File: src/rtl/mips_pkg.sv
// Shared MIPS pipeline definitions: opcodes, fetch state encoding, NOP word
// and the IF/ID entry layout used by the fetch stage and its skid buffer.
package mips_pkg;
  localparam int XLEN = 32;

  localparam logic [5:0] OP_RTYPE = 6'b000000;
  localparam logic [5:0] OP_J     = 6'b000010;
  localparam logic [5:0] OP_BEQ   = 6'b000100;
  localparam logic [5:0] OP_BNE   = 6'b000101;
  localparam logic [5:0] OP_LW    = 6'b100011;
  localparam logic [5:0] OP_SW    = 6'b101011;

  // sll $0,$0,0
  localparam logic [XLEN-1:0] NOP_WORD = 32'h0000_0000;

  typedef enum logic [1:0] {IDLE, FETCH, HOLD, DISCARD} fetchState_e;

  typedef struct packed {
    logic [XLEN-1:0] instr;
    logic [XLEN-1:0] pcPlus4;
  } fetchEntry_t;

  // j target: upper nibble of the delay-slot PC with the 26-bit word index
  function automatic logic [XLEN-1:0] jumpTarget(input logic [XLEN-1:0] pcPlus4,
                                                 input logic [XLEN-1:0] instr);
    return {pcPlus4[31:28], instr[25:0], 2'b00};
  endfunction
endpackage

File: src/rtl/fetch_skid_buf.sv
// One-entry {instr, pcPlus4} buffer catching a fetch that completes while
// the pipeline is stalled. clear beats load, load beats unload.
module fetch_skid_buf
  import mips_pkg::*;
(
  input  logic            clk,
  input  logic            rstN,
  input  logic            load,
  input  logic            unload,
  input  logic            clear,
  input  logic [XLEN-1:0] inInstr,
  input  logic [XLEN-1:0] inPcPlus4,
  output logic [XLEN-1:0] outInstr,
  output logic [XLEN-1:0] outPcPlus4,
  output logic            full
);
  fetchEntry_t entry;

  assign outInstr   = entry.instr;
  assign outPcPlus4 = entry.pcPlus4;

  // capture / drain the single entry
  always_ff @(posedge clk or negedge rstN) begin
    if (!rstN) begin
      entry <= '0;
      full  <= 1'b0;
    end else if (clear) begin
      full <= 1'b0;
    end else if (load) begin
      entry <= '{instr: inInstr, pcPlus4: inPcPlus4};
      full  <= 1'b1;
    end else if (unload) begin
      full <= 1'b0;
    end
  end
endmodule

File: src/rtl/instr_fetch_unit.sv
// MIPS IF stage: PC, imem valid/ready fetch, IF/ID register, skid buffer,
// redirect with wrong-path squash. Optional macro JUMP_EN lets the unit
// resolve j itself from the IF/ID instruction.
module instr_fetch_unit
  import mips_pkg::*;
#(
  parameter logic [XLEN-1:0] RESET_PC  = 32'h0000_0000,
  parameter logic [XLEN-1:0] NOP_INSTR = NOP_WORD
) (
  input  logic        clk,
  input  logic        rstN,
  input  logic        stall,
  input  logic        pcSrc,
  input  logic [31:0] branchTarget,
  output logic        imemReq,
  output logic [31:0] imemAddr,
  input  logic        imemValid,
  input  logic [31:0] imemRdata,
  output logic [31:0] ifidInstr,
  output logic [31:0] ifidPcPlus4,
  output logic        ifidValid
);
  fetchState_e state;
  logic [XLEN-1:0] pc, discAddr, pcPlus4, redirTarget, newPc;
  logic [XLEN-1:0] bufInstr, bufPcPlus4;
  logic xfer, jumpReq, redirect, bufFull, bufLoad, bufUnload;

`ifdef JUMP_EN
  assign jumpReq     = ifidValid & ~pcSrc & (ifidInstr[31:26] == OP_J);
  assign redirTarget = pcSrc ? branchTarget : jumpTarget(ifidPcPlus4, ifidInstr);
`else
  assign jumpReq     = 1'b0;
  assign redirTarget = branchTarget;
`endif

  // stall masks any redirect; it is re-presented once the hazard clears
  assign redirect  = (pcSrc | jumpReq) & ~stall;
  assign newPc     = redirTarget & ~32'h3;
  assign pcPlus4   = pc + 32'd4;
  assign imemReq   = (state == FETCH) | (state == DISCARD);
  assign imemAddr  = (state == DISCARD) ? discAddr : pc;
  assign xfer      = imemReq & imemValid;
  assign bufLoad   = (state == FETCH) & xfer & stall;
  assign bufUnload = (state == HOLD) & ~stall;

  fetch_skid_buf uSkid (
    .clk        (clk),
    .rstN       (rstN),
    .load       (bufLoad),
    .unload     (bufUnload),
    .clear      (redirect),
    .inInstr    (imemRdata),
    .inPcPlus4  (pcPlus4),
    .outInstr   (bufInstr),
    .outPcPlus4 (bufPcPlus4),
    .full       (bufFull)
  );

  // fetch FSM, PC and IF/ID register; redirect > stall > advance
  always_ff @(posedge clk or negedge rstN) begin
    if (!rstN) begin
      state       <= IDLE;
      pc          <= RESET_PC;
      discAddr    <= RESET_PC;
      ifidInstr   <= NOP_INSTR;
      ifidPcPlus4 <= '0;
      ifidValid   <= 1'b0;
    end else if (redirect) begin
      pc          <= newPc;
      ifidInstr   <= NOP_INSTR;
      ifidPcPlus4 <= '0;
      ifidValid   <= 1'b0;
      case (state)
        // request already on the bus must complete before the new one
        FETCH:   if (xfer) state <= FETCH;
                 else begin discAddr <= pc; state <= DISCARD; end
        DISCARD: if (xfer) state <= FETCH;
        default: state <= FETCH;
      endcase
    end else begin
      case (state)
        IDLE: state <= FETCH;
        FETCH: begin
          if (xfer) begin
            pc <= pcPlus4;
            if (stall) state <= HOLD;
            else begin
              ifidInstr   <= imemRdata;
              ifidPcPlus4 <= pcPlus4;
              ifidValid   <= 1'b1;
            end
          end else if (!stall) begin
            ifidInstr   <= NOP_INSTR;
            ifidPcPlus4 <= '0;
            ifidValid   <= 1'b0;
          end
        end
        HOLD: if (!stall) begin
          ifidInstr   <= bufInstr;
          ifidPcPlus4 <= bufPcPlus4;
          ifidValid   <= bufFull;
          state       <= FETCH;
        end
        DISCARD: begin
          if (xfer) state <= FETCH;
          if (!stall) begin
            ifidInstr   <= NOP_INSTR;
            ifidPcPlus4 <= '0;
            ifidValid   <= 1'b0;
          end
        end
        default: state <= IDLE;
      endcase
    end
  end
endmodule

File: config.mk
export PLATFORM = sky130hd
export DESIGN_NAME = instr_fetch_unit
export DESIGN_NICKNAME = d
export VERILOG_FILES = /design/src/rtl/mips_pkg.sv /design/src/rtl/fetch_skid_buf.sv /design/src/rtl/instr_fetch_unit.sv
export SDC_FILE = /design/constraint.sdc
export NUM_CORES = 1
export LEC_CHECK = 0
export BUFFER_PORTS_ARGS = -buffer_cell sky130_fd_sc_hd__buf_2
export CORE_AREA = 2 2 145 147
export CTS_BUF_LIST = sky130_fd_sc_hd__clkbuf_8
export CTS_CLUSTER_SIZE = 40
export DETAILED_ROUTE_END_ITERATION = 7
export DIE_AREA = 0 0 147 149
export PLACE_DENSITY_LB_ADDON = 0.25
export SLEW_MARGIN = 20
export SYNTH_ARGS = -nofsm -noshare
export SYNTH_HDL_FRONTEND = slang
export SYNTH_SLANG_ARGS = --single-unit
File: constraint.sdc
create_clock -name clk -period 2.3 [get_ports clk]
set_input_delay 0.115 -clock clk [delete_from_list [all_inputs] [get_ports clk]]
set_output_delay 0.115 -clock clk [all_outputs]
set_load 0.01 [all_outputs]
==> results of run 1 <==
==> cell families (layout without fill, tap and decap cells) <==
logic type | count (synthesis) | in the layout | synth area share
DFF | 190 | 190 | 0.4725
AOI/OAI and AO/OA | 288 | 288 | 0.1766
buffers and inverters | 114 | 338 | 0.04850
xor gates and xnor gates | 53 | 53 | 0.04613
muxes | 100 | 100 | 0.1119
adders and majority gates | 5 | 5 | 0.006217
other | 1 | 2 | 0.0003727
and+or+nand+nor | 276 | 276 | 0.1378
==> power by group through the flow <==
stage | Sequential (mW) | Combinational [mW] | Clock, mW
after floorplan | 5.54 | 4.21 | 0
after global placement | 5.52 | 6.68 | 0
after detailed placement | 5.59 | 6.80 | 0
after CTS | 5.52 | 6.91 | 2.14
after global routing | 5.72 | 7.63 | 2.26
final | 5.54 | 6.94 | 2.08
==> layout make-up <==
| class | instances | share of cell area |
|---|---|---|
| repair buffers | 299 | 0.1685 |
| flip-flops and latches | 190 | 0.3821 |
| clock inverters | 15 | 0.009852 |
| inverters | 7 | 0.002111 |
| well taps | 275 | 0.02765 |
| clock buffers | 17 | 0.01880 |
| multi-input cells | 724 | 0.3910 |
==> worst min path at each step <==
stage | cells after the start | from | slack [ns] | endpoint
3_3_place_gp | 1 | rstN | 0.17 | ifidInstr[24]$_DFFE_PN0P_
4_1_cts | 3 | pcSrc | 0.02 | ifidValid$_DFFE_PN0P_
2_1_floorplan | 0 | rstN | -0.18 | discAddr[10]$_DFFE_PN0P_
3_5_place_dp | 1 | rstN | 0.18 | ifidInstr[24]$_DFFE_PN0P_
5_1_grt | 3 | pcSrc | 0.07 | ifidValid$_DFFE_PN0P_
6_report | 3 | pcSrc | 0.06 | ifidValid$_DFFE_PN0P_
==> through the flow <==
| stage | total power, mW | hold WS [ns] | cell area, um2 |
|---|---|---|---|
| CTS | 14.57 | 0.02200 | 12430 |
| detailed placement | 12.40 | 0.1792 | 11450 |
| finish | 14.56 | 0.06397 | 12450 |
| global placement | 12.20 | 0.1717 | 11450 |
| floorplan | 9.742 | -0.1806 | 10070 |
| global route | 15.60 | 0.06955 | 12450 |
==> cell usage in the layout (no fill, tap or decap), drive strengths merged, types with 24 or more instances in the layout <==
cell | synthesis | routed
nor3 | 24 | 24
buf | 35 | 235
a22oi | 45 | 45
dlygate4sd3 | 0 | 63
nand2 | 121 | 121
a21oi | 52 | 52
dfrtp | 190 | 190
mux2 | 100 | 100
xnor2 | 44 | 44
nor2 | 41 | 41
o21ai | 111 | 111
==> Yosys cell counts, types with 11 or more instances <==
| master | count |
|---|---|
| sky130_fd_sc_hd__a21oi_1 | 52 |
| sky130_fd_sc_hd__a22o_1 | 11 |
| sky130_fd_sc_hd__a22oi_1 | 45 |
| sky130_fd_sc_hd__a31oi_1 | 18 |
| sky130_fd_sc_hd__and3_1 | 19 |
| sky130_fd_sc_hd__buf_1 | 14 |
| sky130_fd_sc_hd__buf_2 | 11 |
| sky130_fd_sc_hd__clkbuf_1 | 71 |
| sky130_fd_sc_hd__dfrtp_1 | 190 |
| sky130_fd_sc_hd__mux2_2 | 100 |
| sky130_fd_sc_hd__nand2_1 | 121 |
| sky130_fd_sc_hd__nand3_1 | 12 |
| sky130_fd_sc_hd__nor2_1 | 41 |
| sky130_fd_sc_hd__nor3_1 | 23 |
| sky130_fd_sc_hd__nor4_1 | 11 |
| sky130_fd_sc_hd__o21ai_0 | 103 |
| sky130_fd_sc_hd__xnor2_1 | 44 |
==> flip-flops by register name (all words and copies together) (netlist names) <==
signal,flops
discAddr,30
ifidPcPlus4,32
uSkid.outInstr,32
state,2
pc,30
uSkid.outPcPlus4,30
uSkid.full,1
ifidValid,1
ifidInstr,32
==> timing repair <==
action / CTS / global route
gates resized for setup: 0 / 3
hold buffers: 63 / 0
hold endpoints to repair: 134 / 0
endpoints found under the setup margin: 0 / 24
==> worst max-delay path, stage by stage (launching register included) <==
cell and delay, ns:
sky130_fd_sc_hd__dfrtp_1 0.37, sky130_fd_sc_hd__ha_1 0.18, sky130_fd_sc_hd__nand4_1 0.12, sky130_fd_sc_hd__or4_4 0.55, sky130_fd_sc_hd__o31a_1 0.26, sky130_fd_sc_hd__or3_1 0.35
sky130_fd_sc_hd__a32o_1 0.26
==> layer usage <==
metal	GRT usage	share of wire	vias to the layer above
met5	0	0	-
met2	0.4148	0.47	345
li1	-	-	4104
met3	0.04893	0.067	26
met4	0.07548	0.014	0
met1	0.3569	0.44	4334
==> metrics.json, run 1 <==
{
  "run_status": {
    "status": "complete, no violations"
  },
  "routing": {
    "totalWireLength_um": 27680,
    "antenna_violating_nets_post_route": 0,
    "drc_errors": 0,
    "drt_first_iter_violations": 687,
    "dr.pass1.iters": 6,
    "detail_route.vias_per_cell": 5.769,
    "avgRoutedWirePerCell_um": 18.13,
    "via_count": 8809
  },
  "worst_setup_path": {
    "rrSetupSlack_ns": 0.09,
    "critPathArrivalTime_ns": 2.57,
    "regToRegEndpoint": "ifidPcPlus4[26]$_DFFE_PN0P_",
    "cp-start-kind": "register",
    "r2r-start": "pc[2]$_DFFE_PN0P_",
    "crit_end": "ifidPcPlus4[26]$_DFFE_PN0P_",
    "setup.worst_path.start": "pc[2]$_DFFE_PN0P_",
    "timing.setup.critical_path_class": "reg2reg",
    "critPathCaptureType": "register",
    "critPathRequiredTime_ns": 2.66,
    "worstPathMaxFanout": 2,
    "worstRegToRegCells": 6
  },
  "placement": {
    "placed_cells_incl_taps": 1432,
    "finalWeightedCongestion": 0.8202,
    "place_worst_setup_slack_ns": 0.1241,
    "dp_hpwl_um": 18490,
    "count_of_input_and_output_buffers": 162
  },
  "power_and_ir_drop": {
    "pwr_density_cell_nw_per_um2": 1170,
    "switchingPower_mw": 5.964,
    "vdd_ir_drop_max_v": 0.0005312,
    "comb_power_share": 0.477,
    "share_seq_of_total_power": 0.381,
    "internal-power_mw": 8.600,
    "clock_power_share": 0.143,
    "p_leak_nw": 5.479,
    "switching_share_of_power": 0.4095
  },
  "sta": {
    "unrepaired_setup_endpoints_after_global_routing": "false",
    "post-route-min-period_ns": 2.210,
    "setup_ws_ns": 0.09008,
    "clock.fmax_mhz": 452.5,
    "report.final.setup_viol": 0,
    "worst_pin_slew_ns": 0.6677,
    "finalHoldViolCount": 0,
    "setup-tns-final_ns": 0,
    "fin_crit_sh": 0.9608,
    "timing_max_transition_violations_final": 0,
    "slew_margin_rel": 0.5549,
    "worst_clock_skew_ns": 0.01216
  },
  "floorplanning": {
    "fp.dieH_um": 149,
    "io-pin-count": 167,
    "design.core.area_um2": 20560,
    "floorplan.initialDensity": 0.4895,
    "count_of_standard_cell_rows": 53,
    "fp.dieW_um": 147,
    "die-area_um2": 21900
  },
  "layout": {
    "layout.area.seq_um2": 4756,
    "final_layout_size_suffix_gt1_frac": 0.3139,
    "post_layout_nonfiller_instances": 1527,
    "antenna_cells": 0,
    "nets": 1313,
    "multiInputGateArea_um2": 4866,
    "synthToLayoutAreaGrowth_pct": 23.69,
    "layout.core_utilization": 0.6054,
    "filler_cell_count": 1784
  },
  "worst_hold_path": {
    "worstHoldPathType": "in2reg"
  },
  "synth": {
    "async_reset_ff_frac": 1.000,
    "synth_warnings": 0,
    "synthDominantCellAreaShare": 0.4725,
    "netlist_instances": 1027,
    "edff_count_synth": 0,
    "yosysSeqAreaShare": 0.4725,
    "synth.area.top_cells": "sky130_fd_sc_hd__dfrtp_1, sky130_fd_sc_hd__mux2_2, sky130_fd_sc_hd__o21ai_0, sky130_fd_sc_hd__nand2_1, sky130_fd_sc_hd__xnor2_1",
    "avgSynthCellArea_um2": 9.798,
    "postSynthRegisterBits": 190,
    "netlist-cell-type-count": 55,
    "synth_top_area_cell": "sky130_fd_sc_hd__dfrtp_1",
    "synth_ff_type": "sky130_fd_sc_hd__dfrtp_1",
    "netlist_area_um2": 10060
  },
  "clock_network": {
    "worstSkewPairLatency_ns": 0.47,
    "cell_at_the_root_of_the_clock_tree": "sky130_fd_sc_hd__clkbuf_8",
    "worst_setup_hold_path_clk_slew_ns": 0.10,
    "cts_post_setup_buffers_inserted": 0,
    "clkSinkCount": 190,
    "cts_made_buffers": 17,
    "clock_tree.buffer_depth": 2,
    "clock_tree.htree_level_count": 4,
    "tritoncts_clock_tree": "built"
  },
  "global_routing": {
    "grt_remaining_overflow": 0,
    "grt_max_degree": 71,
    "via_count_of_the_first_global_routing_pass": 8530,
    "grt_pass1_wl_um": 44750,
    "gr-usage-all-layers": 0.2572,
    "initial_antenna_violation_count": 0
  },
  "flow_run": {
    "max-cap-violations": 0
  }
}
(Power assumes the default switching activity.)
==> run 2: changes to the inputs <==
--- a/config.mk
+++ b/config.mk
@@ -7,10 +7,10 @@
 export LEC_CHECK = 0
 export BUFFER_PORTS_ARGS = -buffer_cell sky130_fd_sc_hd__buf_2
 export CORE_AREA = 2 2 145 147
-export CTS_BUF_LIST = sky130_fd_sc_hd__clkbuf_8
 export CTS_CLUSTER_SIZE = 40
 export DETAILED_ROUTE_END_ITERATION = 7
 export DIE_AREA = 0 0 147 149
+export GPL_TIMING_DRIVEN = 0
 export PLACE_DENSITY_LB_ADDON = 0.25
 export SLEW_MARGIN = 20
 export SYNTH_ARGS = -nofsm -noshare
==> run 2 against run 1 <==
Final area up 2.1%. Clock power up 37%. Clock skew shrank 0.0043 ns. First-iteration DRC count up 0.15%. Sequential power decreased by 0.7%. Power increased by 6.4%. Fmax fell by 0.77%. Worst setup slack worse by 0.017 ns. Register-to-register slack got worse by 0.02 ns.
==> metrics.json, run 2 (same netlist as run 1, synthesis figures left out) <==
{
  "sta": {
    "worst_clock_skew_ns": 0.007879,
    "slew_margin_rel": 0.4884,
    "worst_pin_slew_ns": 0.7675,
    "final.hold.worst_slack_ns": 0.03150,
    "fin_crit_sh": 0.9683,
    "unrepaired_setup_endpoints_after_global_routing": "false",
    "clock.fmax_mhz": 449.0,
    "report.final.setup_viol": 0,
    "post-route-min-period_ns": 2.227,
    "setup_ws_ns": 0.07283,
    "timing_max_transition_violations_final": 0,
    "finalHoldViolCount": 0
  },
  "worst_hold_path": {
    "worstHoldPathType": "in2reg",
    "hold_start": "pcSrc"
  },
  "routing": {
    "avgRoutedWirePerCell_um": 18.97,
    "totalWireLength_um": 29690,
    "dr.pass1.iters": 5,
    "drt_first_iter_violations": 688,
    "detail_route.vias_per_cell": 5.795,
    "drc_errors": 0,
    "via_count": 9069,
    "antenna_violating_nets_post_route": 0
  },
  "clock_network": {
    "worst_setup_hold_path_clk_slew_ns": 0.07,
    "clock_tree.htree_level_count": 4,
    "clkSinkCount": 190,
    "worstSkewPairLatency_ns": 0.44,
    "clock_tree.buffer_depth": 2,
    "tritoncts_clock_tree": "built",
    "cts_made_buffers": 17,
    "cell_at_the_root_of_the_clock_tree": "sky130_fd_sc_hd__clkbuf_16"
  },
  "global_routing": {
    "grt_pass1_wl_um": 46120,
    "grt_max_degree": 95,
    "initial_antenna_violation_count": 0,
    "via_count_of_the_first_global_routing_pass": 8535,
    "gr-usage-all-layers": 0.2698,
    "grt_remaining_overflow": 0
  },
  "worst_setup_path": {
    "critical_path.cell_chain": "ha_4, nand4_1, or4_4, o31a_1, or3_1, a32o_1",
    "timing.setup.critical_path_class": "reg2reg",
    "critPathCaptureType": "register",
    "critical-path-slowest-cell": "sky130_fd_sc_hd__or4_4",
    "cp-start-kind": "register",
    "worstPathMaxFanout": 5,
    "critPathArrivalTime_ns": 2.56,
    "setup.worst_path.start": "pc[3]$_DFFE_PN0P_",
    "timing.critical_path.buf_inv": 0,
    "critPathMaxStageDelay_ns": 0.54,
    "r2r-start": "pc[3]$_DFFE_PN0P_",
    "crit_family": "simple AND/OR/NAND/NOR gates",
    "critPathRequiredTime_ns": 2.63
  },
  "floorplanning": {
    "io-pin-count": 167,
    "fp.dieH_um": 149,
    "fp.dieW_um": 147,
    "count_of_standard_cell_rows": 53,
    "floorplan.initialDensity": 0.4895,
    "design.core.area_um2": 20560,
    "die-area_um2": 21900
  },
  "layout": {
    "layout_common_cells": "sky130_fd_sc_hd__dfrtp_1, sky130_fd_sc_hd__buf_2, sky130_fd_sc_hd__nand2_1, sky130_fd_sc_hd__o21ai_0, sky130_fd_sc_hd__mux2_2",
    "antenna_cells": 0,
    "layout.core_utilization": 0.6183,
    "final_common_cell": "sky130_fd_sc_hd__dfrtp_1",
    "synthToLayoutAreaGrowth_pct": 26.32,
    "final_layout_size_suffix_gt1_frac": 0.3054,
    "nets": 1351
  },
  "power_and_ir_drop": {
    "p_leak_nw": 5.545,
    "totalPowerFinal_mw": 15.49,
    "vdd_ir_drop_max_v": 0.0007975,
    "pwr_density_cell_nw_per_um2": 1219
  },
  "run_status": {
    "status": "complete, no violations"
  },
  "flow_run": {
    "max-cap-violations": 0
  },
  "placement": {
    "finalWeightedCongestion": 0.8572,
    "count_of_input_and_output_buffers": 162,
    "place_worst_setup_slack_ns": -0.7871,
    "dp_hpwl_um": 20850
  }
}
==> run 2: layer usage <==
| metal | part of all wire | vias up | global-route usage |
|---|---|---|---|
| li1 | - | 4194 | - |
| met1 | 0.44 | 4412 | 0.3760 |
| met2 | 0.45 | 412 | 0.4204 |
| met3 | 0.075 | 51 | 0.04832 |
| met4 | 0.030 | 0 | 0.1115 |
| met5 | 0 | - | 0 |
==> run 2: layout make-up <==
cell class	instances	area [um2]
fill	1759	7846
multi-input combinational	724	4926
sequential	190	4760
timing repair buffer	235	1579
buffer	102	518.0
clock buffer	17	425.4
tap	275	344.1
clock inverter	15	132.6
inverter	7	26.28
==> run 2: through the flow <==
stage	cells	setup TNS, ns	area (um2)
after floorplan	1028	0	10070
after global placement	1465	-435.39	11220
after detailed placement	1467	-46.02	11290
after CTS	1560	-0.02971	12600
after global routing	1565	0	12710
final	1565	0	12710
==> run 2: worst reg2reg max path, stage by stage, from the launching register on <==
cell and delay, ns:
sky130_fd_sc_hd__dfrtp_2 0.41, sky130_fd_sc_hd__ha_4 0.19, sky130_fd_sc_hd__nand4_1 0.08, sky130_fd_sc_hd__or4_4 0.54
sky130_fd_sc_hd__o31a_1 0.27, sky130_fd_sc_hd__or3_1 0.36, sky130_fd_sc_hd__a32o_1 0.26
==> run 2: worst paths after layout <==
kind | endpoint | slack, ns | depth (start not counted)
worst min register to register | ifidInstr[27]$_DFFE_PN0P_ | 0.48 | 2
worst max register to register | ifidPcPlus4[26]$_DFFE_PN0P_ | 0.07 | 6
max in group asynchronous | ifidPcPlus4[17]$_DFFE_PN0P_ | 1.39 | 3
min in group asynchronous | ifidInstr[24]$_DFFE_PN0P_ | 0.12 | 2
worst max-delay path | ifidPcPlus4[26]$_DFFE_PN0P_ | 0.07 | 6
worst min-delay path | ifidValid$_DFFE_PN0P_ | 0.03 | 3
==> run 2: power breakdown <==
group	internal [mW]	total (mW)	leakage, nW	switching [mW]
combinational	2.99	7.15	2.87	4.16
clock	1.42	2.84	0.267	1.42
sequential	4.67	5.50	2.41	0.827
==> run 2: repair_timing <==
item                                    4_1_cts  5_1_grt
endpoints found under the setup margin      161      157
setup buffers                                 2        6
gates resized for setup                      53       26
pin swaps                                     1        2
hold buffers                                 63        0
hold endpoints to repair                    258        0
